<file path="config.mk">
export PLATFORM = sky130hd
export DESIGN_NAME = mc_ctrl_fsm_flat
export DESIGN_NICKNAME = d
export VERILOG_FILES = /design/src/rtl/mc_pkg.sv /design/src/rtl/mc_ctrl_fsm_if.sv /design/src/rtl/mc_wait_timer.sv /design/src/rtl/mc_ctrl_fsm.sv /design/src/flat_wrapper.sv
export SDC_FILE = /design/constraint.sdc
export NUM_CORES = 1
export LEC_CHECK = 0
export ABC_CLOCK_PERIOD_IN_PS = 3150
export BUFFER_PORTS_ARGS = -buffer_cell sky130_fd_sc_hd__buf_2
export CELL_PAD_IN_SITES_DETAIL_PLACEMENT = 0
export CELL_PAD_IN_SITES_GLOBAL_PLACEMENT = 2
export CORE_UTILIZATION = 27
export CTS_BUF_LIST = sky130_fd_sc_hd__clkbuf_4 sky130_fd_sc_hd__clkbuf_8
export DETAILED_ROUTE_END_ITERATION = 7
export PLACE_DENSITY_LB_ADDON = 0.1
export SLEW_MARGIN = 10
export SYNTH_ARGS = -nofsm -noshare
export SYNTH_HDL_FRONTEND = slang
export SYNTH_SLANG_ARGS = --single-unit
</file>
<file path="constraint.sdc">
create_clock -name clk -period 3.15 [get_ports clk]
set_input_delay 0.315 -clock clk [delete_from_list [all_inputs] [get_ports clk]]
set_output_delay 0.315 -clock clk [all_outputs]
set_load 0.005 [all_outputs]
</file>
<file path="src/rtl/mc_pkg.sv">
// rtl/mc_pkg.sv - shared states, opcode/funct constants and control encodings for mc_ctrl_fsm
package mc_pkg;

    typedef enum logic [3:0] {
        S_IF, S_ID, S_EX_R, S_EX_I, S_ADDR, S_MRD,
        S_MWR, S_WB_MEM, S_WB_ALU, S_BR, S_JMP, S_JR
    } state_e;

    localparam logic [5:0] OP_RTYPE  = 6'd0;
    localparam logic [5:0] OP_REGIMM = 6'd1;
    localparam logic [5:0] OP_J      = 6'd2;
    localparam logic [5:0] OP_JAL    = 6'd3;
    localparam logic [5:0] OP_BEQ    = 6'd4;
    localparam logic [5:0] OP_BNE    = 6'd5;
    localparam logic [5:0] OP_BLEZ   = 6'd6;
    localparam logic [5:0] OP_BGTZ   = 6'd7;
    localparam logic [5:0] OP_LW     = 6'd35;
    localparam logic [5:0] OP_SW     = 6'd43;
    localparam logic [5:0] FN_JR     = 6'd8;

    localparam logic [1:0] SRCB_B      = 2'd0;
    localparam logic [1:0] SRCB_4      = 2'd1;
    localparam logic [1:0] SRCB_IMM    = 2'd2;
    localparam logic [1:0] SRCB_IMM_SH = 2'd3;

    localparam logic [1:0] ALU_ADD   = 2'd0;
    localparam logic [1:0] ALU_SUB   = 2'd1;
    localparam logic [1:0] ALU_FUNCT = 2'd2;
    localparam logic [1:0] ALU_IMM   = 2'd3;

    localparam logic [1:0] PCS_ALU    = 2'd0;
    localparam logic [1:0] PCS_ALUOUT = 2'd1;
    localparam logic [1:0] PCS_JUMP   = 2'd2;
    localparam logic [1:0] PCS_REG    = 2'd3;

    localparam logic [1:0] DST_RT = 2'd0;
    localparam logic [1:0] DST_RD = 2'd1;
    localparam logic [1:0] DST_RA = 2'd2;

    localparam logic [1:0] M2R_ALU = 2'd0;
    localparam logic [1:0] M2R_MDR = 2'd1;
    localparam logic [1:0] M2R_PC  = 2'd2;

    // R-type functs executed through EX_R; jr is dispatched separately
    function automatic logic funct_supported(input logic [5:0] fn);
        logic ok;
        case (fn)
            6'd0, 6'd2, 6'd3, 6'd4, 6'd6, 6'd7,
            6'd32, 6'd33, 6'd34, 6'd35, 6'd36, 6'd37, 6'd38, 6'd39,
            6'd42, 6'd43: ok = 1'b1;
            default:      ok = 1'b0;
        endcase
        return ok;
    endfunction

endpackage

</file>
<file path="src/rtl/mc_ctrl_fsm_if.sv">
// rtl/mc_ctrl_fsm_if.sv - IR/flag inputs and datapath control bundle of the multi-cycle controller
interface mc_ctrl_fsm_if;
    logic [5:0] opcode;
    logic [5:0] funct;
    logic       bflag;
    logic       mem_ready;
    logic       pc_write;
    logic       ir_write;
    logic       mem_read;
    logic       mem_write;
    logic       iord;
    logic       reg_write;
    logic [1:0] reg_dst;
    logic [1:0] mem_to_reg;
    logic       alu_src_a;
    logic [1:0] alu_src_b;
    logic [1:0] alu_op;
    logic [1:0] pc_src;
    logic       instr_done;
    logic       illegal;
    logic       bus_err;

    modport master (
        input  opcode, funct, bflag, mem_ready,
        output pc_write, ir_write, mem_read, mem_write, iord, reg_write,
               reg_dst, mem_to_reg, alu_src_a, alu_src_b, alu_op, pc_src,
               instr_done, illegal, bus_err
    );

    modport slave (
        output opcode, funct, bflag, mem_ready,
        input  pc_write, ir_write, mem_read, mem_write, iord, reg_write,
               reg_dst, mem_to_reg, alu_src_a, alu_src_b, alu_op, pc_src,
               instr_done, illegal, bus_err
    );
endinterface

</file>
<file path="src/rtl/mc_wait_timer.sv">
// rtl/mc_wait_timer.sv - memory wait counter with timeout compare
module mc_wait_timer #(
    parameter int WAIT_MAX = 16,
    parameter int CNT_W    = 5
) (
    input  logic clk,
    input  logic rst,
    input  logic active,
    input  logic ready,
    output logic timeout
);
    logic [CNT_W-1:0] cnt_q;

    // Counter holds the number of stalled cycles already spent, so this cycle is the WAIT_MAX-th
    assign timeout = active && !ready && (cnt_q == CNT_W'(WAIT_MAX - 1));

    always_ff @(posedge clk) begin
        if (rst || !active || ready || timeout) begin
            cnt_q <= '0;
        end else begin
            cnt_q <= cnt_q + 1'b1;
        end
    end
endmodule

</file>
<file path="src/rtl/mc_ctrl_fsm.sv">
// rtl/mc_ctrl_fsm.sv - main control FSM of the multi-cycle MIPS datapath
module mc_ctrl_fsm
    import mc_pkg::*;
#(
    parameter int WAIT_MAX = 16,
    parameter int CNT_W    = 5
) (
    input  logic          clk,
    input  logic          rst,
    mc_ctrl_fsm_if.master bus
);
    state_e state_q, state_d;
    logic   rd_sel_q;
    logic   wait_active;
    logic   timeout;

    assign wait_active = (state_q == S_IF) || (state_q == S_MRD) || (state_q == S_MWR);

    mc_wait_timer #(.WAIT_MAX(WAIT_MAX), .CNT_W(CNT_W)) u_wait_timer (
        .clk     (clk),
        .rst     (rst),
        .active  (wait_active),
        .ready   (bus.mem_ready),
        .timeout (timeout)
    );

    always_ff @(posedge clk) begin
        if (rst) begin
            state_q  <= S_IF;
            rd_sel_q <= 1'b0;
        end else begin
            state_q <= state_d;
            if (state_q == S_EX_R) rd_sel_q <= 1'b1;
            else if (state_q == S_EX_I) rd_sel_q <= 1'b0;
        end
    end

    always_comb begin
        state_d        = state_q;
        bus.pc_write   = 1'b0;
        bus.ir_write   = 1'b0;
        bus.mem_read   = 1'b0;
        bus.mem_write  = 1'b0;
        bus.iord       = 1'b0;
        bus.reg_write  = 1'b0;
        bus.reg_dst    = DST_RT;
        bus.mem_to_reg = M2R_ALU;
        bus.alu_src_a  = 1'b0;
        bus.alu_src_b  = SRCB_B;
        bus.alu_op     = ALU_ADD;
        bus.pc_src     = PCS_ALU;
        bus.instr_done = 1'b0;
        bus.illegal    = 1'b0;
        bus.bus_err    = 1'b0;
        case (state_q)
            S_IF: begin
                bus.alu_src_b = SRCB_4;
                if (timeout) begin
                    bus.bus_err = 1'b1;
                end else begin
                    bus.mem_read = 1'b1;
                    if (bus.mem_ready) begin
                        bus.ir_write = 1'b1;
                        bus.pc_write = 1'b1;
                        state_d      = S_ID;
                    end
                end
            end
            S_ID: begin
                bus.alu_src_b = SRCB_IMM_SH;
                case (bus.opcode)
                    OP_RTYPE: begin
                        if (bus.funct == FN_JR) begin
                            state_d = S_JR;
                        end else if (funct_supported(bus.funct)) begin
                            state_d = S_EX_R;
                        end else begin
                            bus.illegal    = 1'b1;
                            bus.instr_done = 1'b1;
                            state_d        = S_IF;
                        end
                    end
                    OP_REGIMM, OP_BEQ, OP_BNE, OP_BLEZ, OP_BGTZ: state_d = S_BR;
                    OP_J, OP_JAL:                                state_d = S_JMP;
                    6'd8, 6'd9, 6'd10, 6'd11,
                    6'd12, 6'd13, 6'd14, 6'd15:                  state_d = S_EX_I;
                    OP_LW, OP_SW:                                state_d = S_ADDR;
                    default: begin
                        bus.illegal    = 1'b1;
                        bus.instr_done = 1'b1;
                        state_d        = S_IF;
                    end
                endcase
            end
            S_EX_R: begin
                bus.alu_src_a = 1'b1;
                bus.alu_op    = ALU_FUNCT;
                state_d       = S_WB_ALU;
            end
            S_EX_I: begin
                bus.alu_src_a = 1'b1;
                bus.alu_src_b = SRCB_IMM;
                bus.alu_op    = ALU_IMM;
                state_d       = S_WB_ALU;
            end
            S_WB_ALU: begin
                bus.reg_write  = 1'b1;
                bus.reg_dst    = rd_sel_q ? DST_RD : DST_RT;
                bus.instr_done = 1'b1;
                state_d        = S_IF;
            end
            S_ADDR: begin
                bus.alu_src_a = 1'b1;
                bus.alu_src_b = SRCB_IMM;
                state_d       = (bus.opcode == OP_LW) ? S_MRD : S_MWR;
            end
            S_MRD: begin
                bus.iord = 1'b1;
                if (timeout) begin
                    bus.bus_err = 1'b1;
                    state_d     = S_IF;
                end else begin
                    bus.mem_read = 1'b1;
                    if (bus.mem_ready) state_d = S_WB_MEM;
                end
            end
            S_MWR: begin
                bus.iord = 1'b1;
                if (timeout) begin
                    bus.bus_err = 1'b1;
                    state_d     = S_IF;
                end else begin
                    bus.mem_write = 1'b1;
                    if (bus.mem_ready) begin
                        bus.instr_done = 1'b1;
                        state_d        = S_IF;
                    end
                end
            end
            S_WB_MEM: begin
                bus.reg_write  = 1'b1;
                bus.mem_to_reg = M2R_MDR;
                bus.instr_done = 1'b1;
                state_d        = S_IF;
            end
            S_BR: begin
                bus.alu_src_a  = 1'b1;
                bus.alu_op     = ALU_SUB;
                bus.pc_src     = PCS_ALUOUT;
                bus.pc_write   = bus.bflag;
                bus.instr_done = 1'b1;
                state_d        = S_IF;
            end
            S_JMP: begin
                bus.pc_src     = PCS_JUMP;
                bus.pc_write   = 1'b1;
                bus.instr_done = 1'b1;
                if (bus.opcode == OP_JAL) begin
                    bus.reg_write  = 1'b1;
                    bus.reg_dst    = DST_RA;
                    bus.mem_to_reg = M2R_PC;
                end
                state_d = S_IF;
            end
            S_JR: begin
                bus.pc_src     = PCS_REG;
                bus.pc_write   = 1'b1;
                bus.instr_done = 1'b1;
                state_d        = S_IF;
            end
            default: state_d = S_IF;
        endcase
        // Reset cycle must not write anything, whatever state we were in
        if (rst) begin
            bus.pc_write   = 1'b0;
            bus.ir_write   = 1'b0;
            bus.mem_read   = 1'b0;
            bus.mem_write  = 1'b0;
            bus.reg_write  = 1'b0;
            bus.instr_done = 1'b0;
            bus.illegal    = 1'b0;
            bus.bus_err    = 1'b0;
            state_d        = S_IF;
        end
    end
endmodule

</file>
<file path="src/flat_wrapper.sv">
// flat-port wrapper written by rule: the top's interface ports become plain ports
module mc_ctrl_fsm_flat import mc_pkg::*;
#(
    parameter int WAIT_MAX = 16,
    parameter int CNT_W    = 5
)
  (clk, rst, bus_opcode, bus_funct, bus_bflag, bus_mem_ready, bus_pc_write, bus_ir_write, bus_mem_read, bus_mem_write, bus_iord, bus_reg_write, bus_reg_dst, bus_mem_to_reg, bus_alu_src_a, bus_alu_src_b, bus_alu_op, bus_pc_src, bus_instr_done, bus_illegal, bus_bus_err);
  mc_ctrl_fsm_if bus_i ();
  input  logic clk;
  input  logic rst;
  input wire logic [$bits(bus_i.opcode)-1:0] bus_opcode;
  input wire logic [$bits(bus_i.funct)-1:0] bus_funct;
  input wire logic [$bits(bus_i.bflag)-1:0] bus_bflag;
  input wire logic [$bits(bus_i.mem_ready)-1:0] bus_mem_ready;
  output wire logic [$bits(bus_i.pc_write)-1:0] bus_pc_write;
  output wire logic [$bits(bus_i.ir_write)-1:0] bus_ir_write;
  output wire logic [$bits(bus_i.mem_read)-1:0] bus_mem_read;
  output wire logic [$bits(bus_i.mem_write)-1:0] bus_mem_write;
  output wire logic [$bits(bus_i.iord)-1:0] bus_iord;
  output wire logic [$bits(bus_i.reg_write)-1:0] bus_reg_write;
  output wire logic [$bits(bus_i.reg_dst)-1:0] bus_reg_dst;
  output wire logic [$bits(bus_i.mem_to_reg)-1:0] bus_mem_to_reg;
  output wire logic [$bits(bus_i.alu_src_a)-1:0] bus_alu_src_a;
  output wire logic [$bits(bus_i.alu_src_b)-1:0] bus_alu_src_b;
  output wire logic [$bits(bus_i.alu_op)-1:0] bus_alu_op;
  output wire logic [$bits(bus_i.pc_src)-1:0] bus_pc_src;
  output wire logic [$bits(bus_i.instr_done)-1:0] bus_instr_done;
  output wire logic [$bits(bus_i.illegal)-1:0] bus_illegal;
  output wire logic [$bits(bus_i.bus_err)-1:0] bus_bus_err;
  assign bus_i.opcode = bus_opcode;
  assign bus_i.funct = bus_funct;
  assign bus_i.bflag = bus_bflag;
  assign bus_i.mem_ready = bus_mem_ready;
  assign bus_pc_write = bus_i.pc_write;
  assign bus_ir_write = bus_i.ir_write;
  assign bus_mem_read = bus_i.mem_read;
  assign bus_mem_write = bus_i.mem_write;
  assign bus_iord = bus_i.iord;
  assign bus_reg_write = bus_i.reg_write;
  assign bus_reg_dst = bus_i.reg_dst;
  assign bus_mem_to_reg = bus_i.mem_to_reg;
  assign bus_alu_src_a = bus_i.alu_src_a;
  assign bus_alu_src_b = bus_i.alu_src_b;
  assign bus_alu_op = bus_i.alu_op;
  assign bus_pc_src = bus_i.pc_src;
  assign bus_instr_done = bus_i.instr_done;
  assign bus_illegal = bus_i.illegal;
  assign bus_bus_err = bus_i.bus_err;
  mc_ctrl_fsm #(.WAIT_MAX(WAIT_MAX), .CNT_W(CNT_W)) u_core (.clk(clk), .rst(rst), .bus(bus_i));
endmodule
</file>
==> results.md, run 1 <==
Status:
- The run finished with clean final reports.

Clocking:
- The maximum number of buffers from clock root to sink is 2.
- The tree built by TritonCTS fans out to 10 sinks.
- The number of setup buffers added after CTS is 0.
- The root cell of the clock tree is sky130_fd_sc_hd__clkbuf_4.
- The clock tree from TritonCTS is built.
- The number of clock buffers added by TritonCTS is 3.
- The register clock-pin slew on the reported worst setup and hold paths is about 0.080 ns.
- The count of H-tree levels built during CTS is 1.
- At the later pin of the worst-skew pair, clock insertion delay measures 0.27 ns.
- Once the clock tree was built, the resizer swapped 0 gates to a different size.
- The number of hold buffers added after cts is 0.

Hold path:
- The path class of the tightest hold or removal check is input port to flip-flop.
- The worst hold path passes through 2 cells.
- The path with the worst hold slack has its endpoint at u_core.rd_sel_q.
- The startpoint of the worst hold path is rst.

Detailed routing:
- Summed over all layers, the routed wires come to around 2.6 mm.
- After detailed routing, the average wire length per cell comes to approximately 13 µm.
- Dividing the detail-routed via count by the number of cells gives 5.059.
- For this run, the detailed router's first-pass iteration total came to 4.
- The number of antenna-violating nets in the routed design is 0.
- The detailed router finished its first iteration with 46 violations.
- The count of unresolved DRC violations after routing is 0.
- The count of vias placed by the detailed router is around 1000.

Global route:
- The final global-route overflow total is 0.
- The initial antenna violation count is 0.
- The wire length of the first global-routing pass is 4.436 mm.
- Global routing consumed, over all layers together, between 10% and 20% of the routing resources.
- The via count of the first global-routing pass was around 940.
- Entering global routing, the biggest net connects 18 pins.

Setup path:
- In this run the worst path has a maximum fanout of 17.
- Among cell families on the critical path, the largest total delay comes from simple AND/OR/NAND/NOR gates.
- The slowest cell on the critical path is sky130_fd_sc_hd__dfxtp_1.
- The number of cells on the worst reg-to-reg path is 8.
- The worst reg-to-reg setup slack is about 1.3 ns.
- Data arrives at the worst endpoint at between 2 and 2.5 ns.
- The largest single stage delay on the critical path is just over 0.7 ns.
- The critical path contains buffers and inverters numbering 2 combined.
- Traced cell by cell, the critical path runs through inv_1, nor2_1, nand4_1, nor4_1, o31a_1, buf_2.
- The worst setup path is captured at a primary output.
- The launch point of the worst reg-to-reg path is u_core.u_wait_timer.cnt_q[0].
- For the worst setup path, the data required time is 2.83 ns.
- The startpoint class of the critical path is a flip-flop.
- The category of the most critical setup path is flip-flop to primary output.
- The endpoint identified for the worst register-to-register timing path is u_core.state_q[0].

Power:
- The analysis attributes to cell leakage a power of 0.5004 nW.
- The power per cell area is roughly 290 mW/mm².
- VDD sags by at most roughly 0.00018 V.

Yosys:
- For this run, the register share of the synthesized area comes to between 20% and 30%.
- Yosys attributes the largest share of cell area to sky130_fd_sc_hd__dfxtp_1, sky130_fd_sc_hd__nor2_1, sky130_fd_sc_hd__nand3_1, sky130_fd_sc_hd__nor2b_1, sky130_fd_sc_hd__a21oi_1.
- The synthesized design spends more area on one cell type than any other, namely sky130_fd_sc_hd__dfxtp_1.
- The number of nets in the synthesized netlist is 145.
- The most used flip-flop cell after synthesis is sky130_fd_sc_hd__dfxtp_1.
- The number of enable-type register cells in the synthesized netlist is 0.
- For this run, asynchronously set or reset flops after synthesis account for 0%.
- The Yosys step of the flow raised 0 warnings.
- Synthesis produced a netlist whose cell count is ~130.
- The area share of the largest cell type after synthesis is 22.63%.
- In this run the cell area of the synthesized design comes to 884.6 µm².
- The most repeated cell in the gate-level netlist after synthesis is sky130_fd_sc_hd__nor2_1.
- The netlist uses 39 different library cells.
- After synthesis the netlist holds a flip-flop and latch count of 10.
- The commonest cells after synthesis are sky130_fd_sc_hd__nor2_1, sky130_fd_sc_hd__dfxtp_1, sky130_fd_sc_hd__nand3_1.
- The average footprint of a synthesized cell is between 6 and 7 µm².

Timing:
- Setup violations remaining at the end of the flow were counted as 0.
- In this run the tightest slew margin relative to its limit is roughly 59%.
- At the pin with the least slew margin, the transition time is slightly above 0.6 ns.
- The final critical path takes up about four fifths of the cycle.
- Subtracting the final worst setup slack from the clock period gives around 2.5 ns.
- Based on the critical path, the design can be clocked at up to roughly 0.40 GHz.
- The max-slew violation total from the final report came to 0.
- Adding up every negative setup slack in the final design gives 0 ns.
- The total count of hold-check failures in the final report is 0.
- The post-route clock skew is 0.002421 ns.
- Setup repair after global routing left no endpoint under its margin.

Place:
- Buffers placed on the I/O ports in this run total 35.
- The last weighted congestion value of the routability-driven placer is between 0.8 and 0.9.
- Summed over all nets, the half-perimeter wirelength after detailed placement is about 2.0 mm.

Die:
- The starting density of the core is 28.74%.
- 36 I/O pins were placed.
- The die footprint is between 0.003 and 0.004 mm².
- The number of placement rows is 20.
- The die is about 59 µm tall.
- Measured along the x axis, the die boundary spans between 50 and 60 µm.
- The floorplan step defined a core boundary enclosing around 0.0031 mm².

Cells and area:
- In the final layout, the share of cells above drive strength 1 is between 20% and 30%.
- The utilization after layout is a little under two fifths.
- The number of antenna diodes in the final layout is 0.
- The number of nets in the layout is 180.
- Relative to the synthesized area, the layout overhead comes to 27.72%.
- Counting the fill cells in the layout gives about 340.

Run:
- The count of maximum capacitance violations is 0.
==> how the worst max path moves through the flow <==
stage / from / cells after the start / to / slack (ns)
floorplan: u_core.state_q[3] / 6 / bus_reg_write / 1.41
global placement: u_core.state_q[1] / 6 / bus_reg_write / 1.13
detailed placement: u_core.state_q[1] / 6 / bus_reg_write / 0.95
CTS: u_core.state_q[1] / 6 / bus_reg_write / 0.64
global route: u_core.state_q[1] / 6 / bus_reg_write / 0.33
finish: u_core.state_q[1] / 6 / bus_reg_write / 0.65
==> cell families (layout without fill, tap and decap cells) <==
kind of cell | after synthesis | count (layout) | share of synthesized area (%)
AO/OA/AOI/OAI | 28 | 28 | 21.50
buffers and inverters | 13 | 47 | 6.224
multiplexers | 1 | 1 | 1.132
XOR/XNOR | 5 | 5 | 4.951
flip-flops | 10 | 10 | 22.63
AND/OR/NAND/NOR | 68 | 68 | 40.74
adder cells (fa/ha/maj) | 2 | 2 | 2.828
==> cell usage in the layout, fill, tap and decap left out <==
cell                       netlist  final
sky130_fd_sc_hd__or3_1           3      3
sky130_fd_sc_hd__o21ai_0         5      5
sky130_fd_sc_hd__o22ai_1         1      1
sky130_fd_sc_hd__buf_4           1      1
sky130_fd_sc_hd__a32oi_1         2      2
sky130_fd_sc_hd__nor3b_1         1      1
sky130_fd_sc_hd__dfxtp_1        10     10
sky130_fd_sc_hd__nor2_1         20     20
sky130_fd_sc_hd__nor3_2          1      1
sky130_fd_sc_hd__and3_1          4      4
sky130_fd_sc_hd__nand2b_1        3      3
sky130_fd_sc_hd__a31oi_1         1      1
sky130_fd_sc_hd__nand3b_1        1      1
sky130_fd_sc_hd__clkbuf_4        0      3
sky130_fd_sc_hd__xor2_1          2      2
sky130_fd_sc_hd__o21a_1          2      2
sky130_fd_sc_hd__nor4_1          4      4
sky130_fd_sc_hd__o21bai_1        1      1
sky130_fd_sc_hd__or4b_4          1      1
sky130_fd_sc_hd__xnor2_1         3      3
sky130_fd_sc_hd__and2b_2         1      1
sky130_fd_sc_hd__mux2i_1         1      1
sky130_fd_sc_hd__nor3_1          5      5
sky130_fd_sc_hd__and2_1          1      1
sky130_fd_sc_hd__o41ai_1         1      1
sky130_fd_sc_hd__a22oi_1         1      1
sky130_fd_sc_hd__a21o_1          1      1
sky130_fd_sc_hd__clkbuf_8        0      1
sky130_fd_sc_hd__o211ai_1        2      2
sky130_fd_sc_hd__nand2_1         6      6
sky130_fd_sc_hd__o32ai_1         2      2
sky130_fd_sc_hd__buf_2           2     35
sky130_fd_sc_hd__nand3_1         8      8
sky130_fd_sc_hd__o31a_1          3      3
sky130_fd_sc_hd__ha_1            2      2
sky130_fd_sc_hd__nand4_1         3      3
sky130_fd_sc_hd__a21oi_1         6      6
sky130_fd_sc_hd__inv_1           7      7
sky130_fd_sc_hd__nor2b_1         6      6
==> routing by layer <==
layer	vias up	routed length (µm)	GRT usage (%)
li1	527	-	-
met1	468	1255	24.30
met2	40	1121	23.60
met3	2	183	2.402
met4	0	17	6.122
met5	-	0	0
==> cell type report <==
type / count / area [µm²] / area share (%)
inverters: 7 / 26.28 / 2.326
multi-input cells: 104 / 629.4 / 55.70
flip-flops and latches: 10 / 200.2 / 17.72
well taps: 44 / 55.05 / 4.873
repair buffers: 36 / 182.7 / 16.17
clock buffers: 4 / 36.28 / 3.212
==> per-stage QoR <==
stage | instances | setup slack (ns) | hold WS (ns) | power, mW | instance area [µm²]
after global routing | 205 | 0.3340 | 0.3167 | 0.3532 | 1130
after detailed placement | 201 | 0.9457 | 0.4445 | 0.2098 | 1094
after floorplan | 127 | 1.409 | 0.3841 | 0.1755 | 884.6
after CTS | 205 | 0.6410 | 0.2949 | 0.3361 | 1130
final | 205 | 0.6457 | 0.3054 | 0.3288 | 1130
after global placement | 201 | 1.127 | 0.4357 | 0.2105 | 1094
==> where the power goes <==
part / switching, mW / internal [mW] / total (mW)
Sequential: 0.00228 / 0.129 / 0.132
Clock: 0.0517 / 0.0702 / 0.122
Combinational: 0.0446 / 0.0308 / 0.0754
==> sequential cells by signal (all words and copies together) (netlist names) <==
name                       flops
u_core.u_wait_timer.cnt_q      5
u_core.state_q                 4
u_core.rd_sel_q                1
No activity file was read; power rests on OpenSTA's default activity.
==> run 2, diff against run 1 <==
- ABC_AREA: unset -> 1
- ABC_CLOCK_PERIOD_IN_PS: 3150 -> 2390
- CORE_UTILIZATION: 27 -> 24
- clock period: 3.15 -> 2.39 ns (I/O delays scaled with it)
==> results.md, run 2 <==
Status:
- The run finished with clean final reports.

Die:
- The core area is 0.003661 mm² (+19%).
- The floorplan die width is 63.95 µm (+7.9%).
- The vertical die dimension is 63.95 µm (+7.9%).
- The number of placement rows is 22 (+10%).
- The starting density of the core is 25.15% (-3.6 points).
- The count of pins on the block boundary is 36 (unchanged).
- The die footprint was 0.004089 mm² (+17%).

Timing:
- The worst hold margin is 0.3705 ns (+0.06503 ns).
- The setup-violating endpoint count in the final report is 0 (unchanged).
- After layout, the minimum clock period comes to about 1.8 ns.
- The final period utilization is between 70 and 80%.
- The sum of negative setup slack came to 0 ns (unchanged).
- The max-slew violation total from the final report was 0 (unchanged).
- The post-route clock skew came to 0.001885 ns (-0.0005363 ns).
- The measured slew at the worst slew-check pin is 0.4481 ns (-0.1586 ns).
- The worst slew margin relative to its limit came to 69.90% (+10 points).
- The achievable clock frequency is 0.5459 GHz.
- Setup repair after global routing left no endpoint under its margin.
- The total count of hold-check failures in the final report was 0 (unchanged).

Cells and area:
- The post-route standard cell area excluding fillers is 0.001177 mm² (+4.2%).
- Ranked by flip-flop count, first place goes to u_core.u_wait_timer.cnt_q.
- The antenna diode instance count is 0 (unchanged).
- The area growth from synthesis to layout is 27.85%.
- The ratio of cells with drive above 1 in the final layout is 31.22% (+4.5 points).
- The utilization after layout came to 32.16% (-4.5 points).
- The largest registers in the layout are u_core.u_wait_timer.cnt_q x5, u_core.state_q x4, u_core.rd_sel_q x1.
- The most common library cell in the layout ignoring fill and taps is sky130_fd_sc_hd__nand2_1.
- In the layout the commonest cells are sky130_fd_sc_hd__nand2_1, sky130_fd_sc_hd__buf_2, sky130_fd_sc_hd__inv_1, sky130_fd_sc_hd__nor2_1.
- The number of flip-flops in the largest register is 5 (unchanged).
- The number of nets in the layout is 209 (+16%).

Yosys:
- The biggest area contributor in the post-synthesis netlist is sky130_fd_sc_hd__dfxtp_1.
- The net count after synthesis is 171 (+18%).
- The share of synthesized flip-flops with an asynchronous set or reset came to 0% (unchanged).
- The number of library cell types mapped by synthesis came to 28 (-28%).
- The number of warnings issued by yosys is 0 (unchanged).
- In the synthesized netlist the dominant register cell turns out to be sky130_fd_sc_hd__dfxtp_1.
- The area share of the largest cell type after synthesis is 21.74% (-0.89 points).
- The average footprint of a synthesized cell is 6.019 µm² (-14%).
- After synthesis, the cell types taking the most area are sky130_fd_sc_hd__dfxtp_1, sky130_fd_sc_hd__nand2_1, sky130_fd_sc_hd__inv_1, sky130_fd_sc_hd__nor2_1, sky130_fd_sc_hd__nand3_1.
- The most repeated cell in the gate-level netlist after synthesis is sky130_fd_sc_hd__nand2_1.
- The number of cells produced by synthesis was 153 (+20%).
- By count the netlist is led by sky130_fd_sc_hd__nand2_1, sky130_fd_sc_hd__inv_1, sky130_fd_sc_hd__nor2_1.
- The fraction of the yosys area taken by sequential cells is 21.74% (-0.89 points).
- The number of register bits inferred by synthesis is 10 (unchanged).
- The number of enable-type register cells in the synthesized netlist is 0 (unchanged).
- The cell area after technology mapping is 920.9 µm² (+4.1%).

Power:
- The maximum VDD drop is 0.0003105 V (+76%).
- The power per cell area is 383.5 mW/mm² (+32%).
- The total power draw is 0.4516 mW (+37%).
- The leakage power is 0.6060 nW (+21%).

Place:
- The last weighted congestion value of the routability-driven placer is 0.7437 (-9.8%).
- The half-perimeter wire length after placement is 2.136 mm (+4.6%).
- The placed instance area is 0.001136 mm² (+3.9%).
- The number of I/O port buffers is 35 (unchanged).

Global route:
- The overall track demand over capacity in global routing is 13.45% (-2.9 points).
- The largest net degree at the start of global routing is 15 (-3).
- The final global-route overflow total is 0 (unchanged).
- The via count of the first global-routing pass is 1024 (+9.2%).
- The initial antenna violation count is 0 (unchanged).
- The wire length of the first global-routing pass is 4.257 mm (-4.0%).

Detailed routing:
- The count of vias placed by the detailed router came to 1027 (-0.96%).
- The per-cell routed wire length is 10.39 µm (-17%).
- The number of DRC violations after detailed-routing iteration 0 is 45 (-2.2%).
- The count of unresolved DRC violations after routing is 0 (unchanged).
- The total wire length is 2.463 mm (-4.5%).
- The detailed-route vias per instance was 4.333 (-14%).
- The number of antenna-violating nets in the routed design is 0 (unchanged).
- The first-pass iteration count of the detailed router was 4 (unchanged).

Clocking:
- The number of hold buffers added after cts came to 0 (unchanged).
- Clock tree synthesis selected as its root buffer the cell sky130_fd_sc_hd__clkbuf_8.
- The number of setup buffers added after CTS is 0 (unchanged).
- The CTS buffer count is 3 (unchanged).
- The register clock-pin slew on the reported worst setup and hold paths is 0.05 ns (-0.03 ns).
- The clock network latency to the later pin of the worst-skew pair is 0.23 ns (-0.04 ns).
- The maximum number of buffers from clock root to sink came to 2 (unchanged).
- The clock sink count came to 10 (unchanged).
- The number of resized instances in the post-cts repair step is 0 (unchanged).
- The clock tree from TritonCTS is built.
- The count of H-tree levels built during CTS came to 1 (unchanged).

Hold path:
- The worst hold path belongs to the class input port to flip-flop.

Setup path:
- The startpoint class of the critical path is a flip-flop.
- The critical path goes through ha_1, nand2_1, nor2_1, ha_1, nand3_4, inv_1, a211oi_1, buf_2.
- The worst endpoint data arrival time is 1.59 ns (-0.60 ns).
- The largest fanout on the critical path is 6 (-11).
- The data required time of the critical path is 2.15 ns (-0.68 ns).
- The maximum cell stage delay along the critical path came to 0.32 ns (-0.39 ns).
- The most common cell type on the critical path is sky130_fd_sc_hd__ha_1.
- The critical path endpoint category is a primary output.
- The slowest stage of the critical path is the sky130_fd_sc_hd__dfxtp_1 cell.
- The worst setup path is of the flip-flop to primary output kind.

Run:
- The count of maximum capacitance violations came to 0 (unchanged).
-- run 2: cell types whose count changed in the layout (fill, tap and decap cells not counted), moves of 4 or more --
| cell | change |
|---|---|
| sky130_fd_sc_hd__nand2_1 | +30 |
| sky130_fd_sc_hd__inv_1 | +18 |
| sky130_fd_sc_hd__nor2_2 | +7 |
| sky130_fd_sc_hd__nor4_1 | -4 |
| sky130_fd_sc_hd__nor2_1 | +5 |
| sky130_fd_sc_hd__a21oi_1 | -4 |
| sky130_fd_sc_hd__nor2b_1 | -6 |
-- run 2: kinds of logic (layout without fill, tap and decap cells) --
family | count (synthesis) | count (layout) | share of synthesized area, %
buffers and inverters | 30 | 66 | 13.59
DFF | 10 | 10 | 21.74
adders and majority gates | 2 | 2 | 2.717
AOI/OAI and AO/OA | 17 | 17 | 12.23
and+or+nand+nor | 93 | 93 | 48.78
xor gates and xnor gates | 1 | 1 | 0.9513
-- run 2: where the power goes --
group | internal (mW) | leakage, nW | switching [mW] | total (mW)
Sequential | 0.172 | 0.0811 | 0.00576 | 0.178
Combinational | 0.0402 | 0.503 | 0.0630 | 0.103
Clock | 0.110 | 0.0216 | 0.0606 | 0.170
Total | 0.322 | 0.606 | 0.129 | 0.452
-- run 2: critical path: cells and delay by family, from the launching register on --
kind	cells	cell delay [ns]
simple gates	3	0.26
buf+inv	2	0.20
compound gates	1	0.14
flops	1	0.32
fa+ha+maj	2	0.43
-- run 2: metal layers --
layer	track usage, %	vias to the layer above	part of all wire [%]
li1	-	556	-
met3	4.286	0	4.0
met1	13.50	453	43
met2	26.99	18	53
met4	1.705	0	0
met5	0	-	0
-- run 2: stage by stage --
step / cells / setup WS (ns)
2_1_floorplan: 153 / 0.9413
3_3_place_gp: 234 / 0.7828
3_5_place_dp: 234 / 0.7904
4_1_cts: 237 / 0.5435
5_1_grt: 237 / 0.3286
6_report: 237 / 0.5580
-- run 2: final cells by class --
type	count	area (µm²)
Sequential cell	10	200.2
Tap cell	48	60.06
Inverter	28	105.1
Timing Repair Buffer	35	175.2
Fill cell	413	2484
Multi-Input combinational cell	113	595.6
Clock buffer	3	41.29
-- run 2: worst paths after layout --
path | from | to | slack [ns] | depth (start not counted)
max | u_core.u_wait_timer.cnt_q[0] | bus_mem_read | 0.56 | 8
min | rst | u_core.state_q[0] | 0.37 | 2
max reg2reg | u_core.state_q[1] | u_core.state_q[0] | 0.93 | 9
min reg2reg | u_core.u_wait_timer.cnt_q[0] | u_core.u_wait_timer.cnt_q[0] | 0.44 | 1
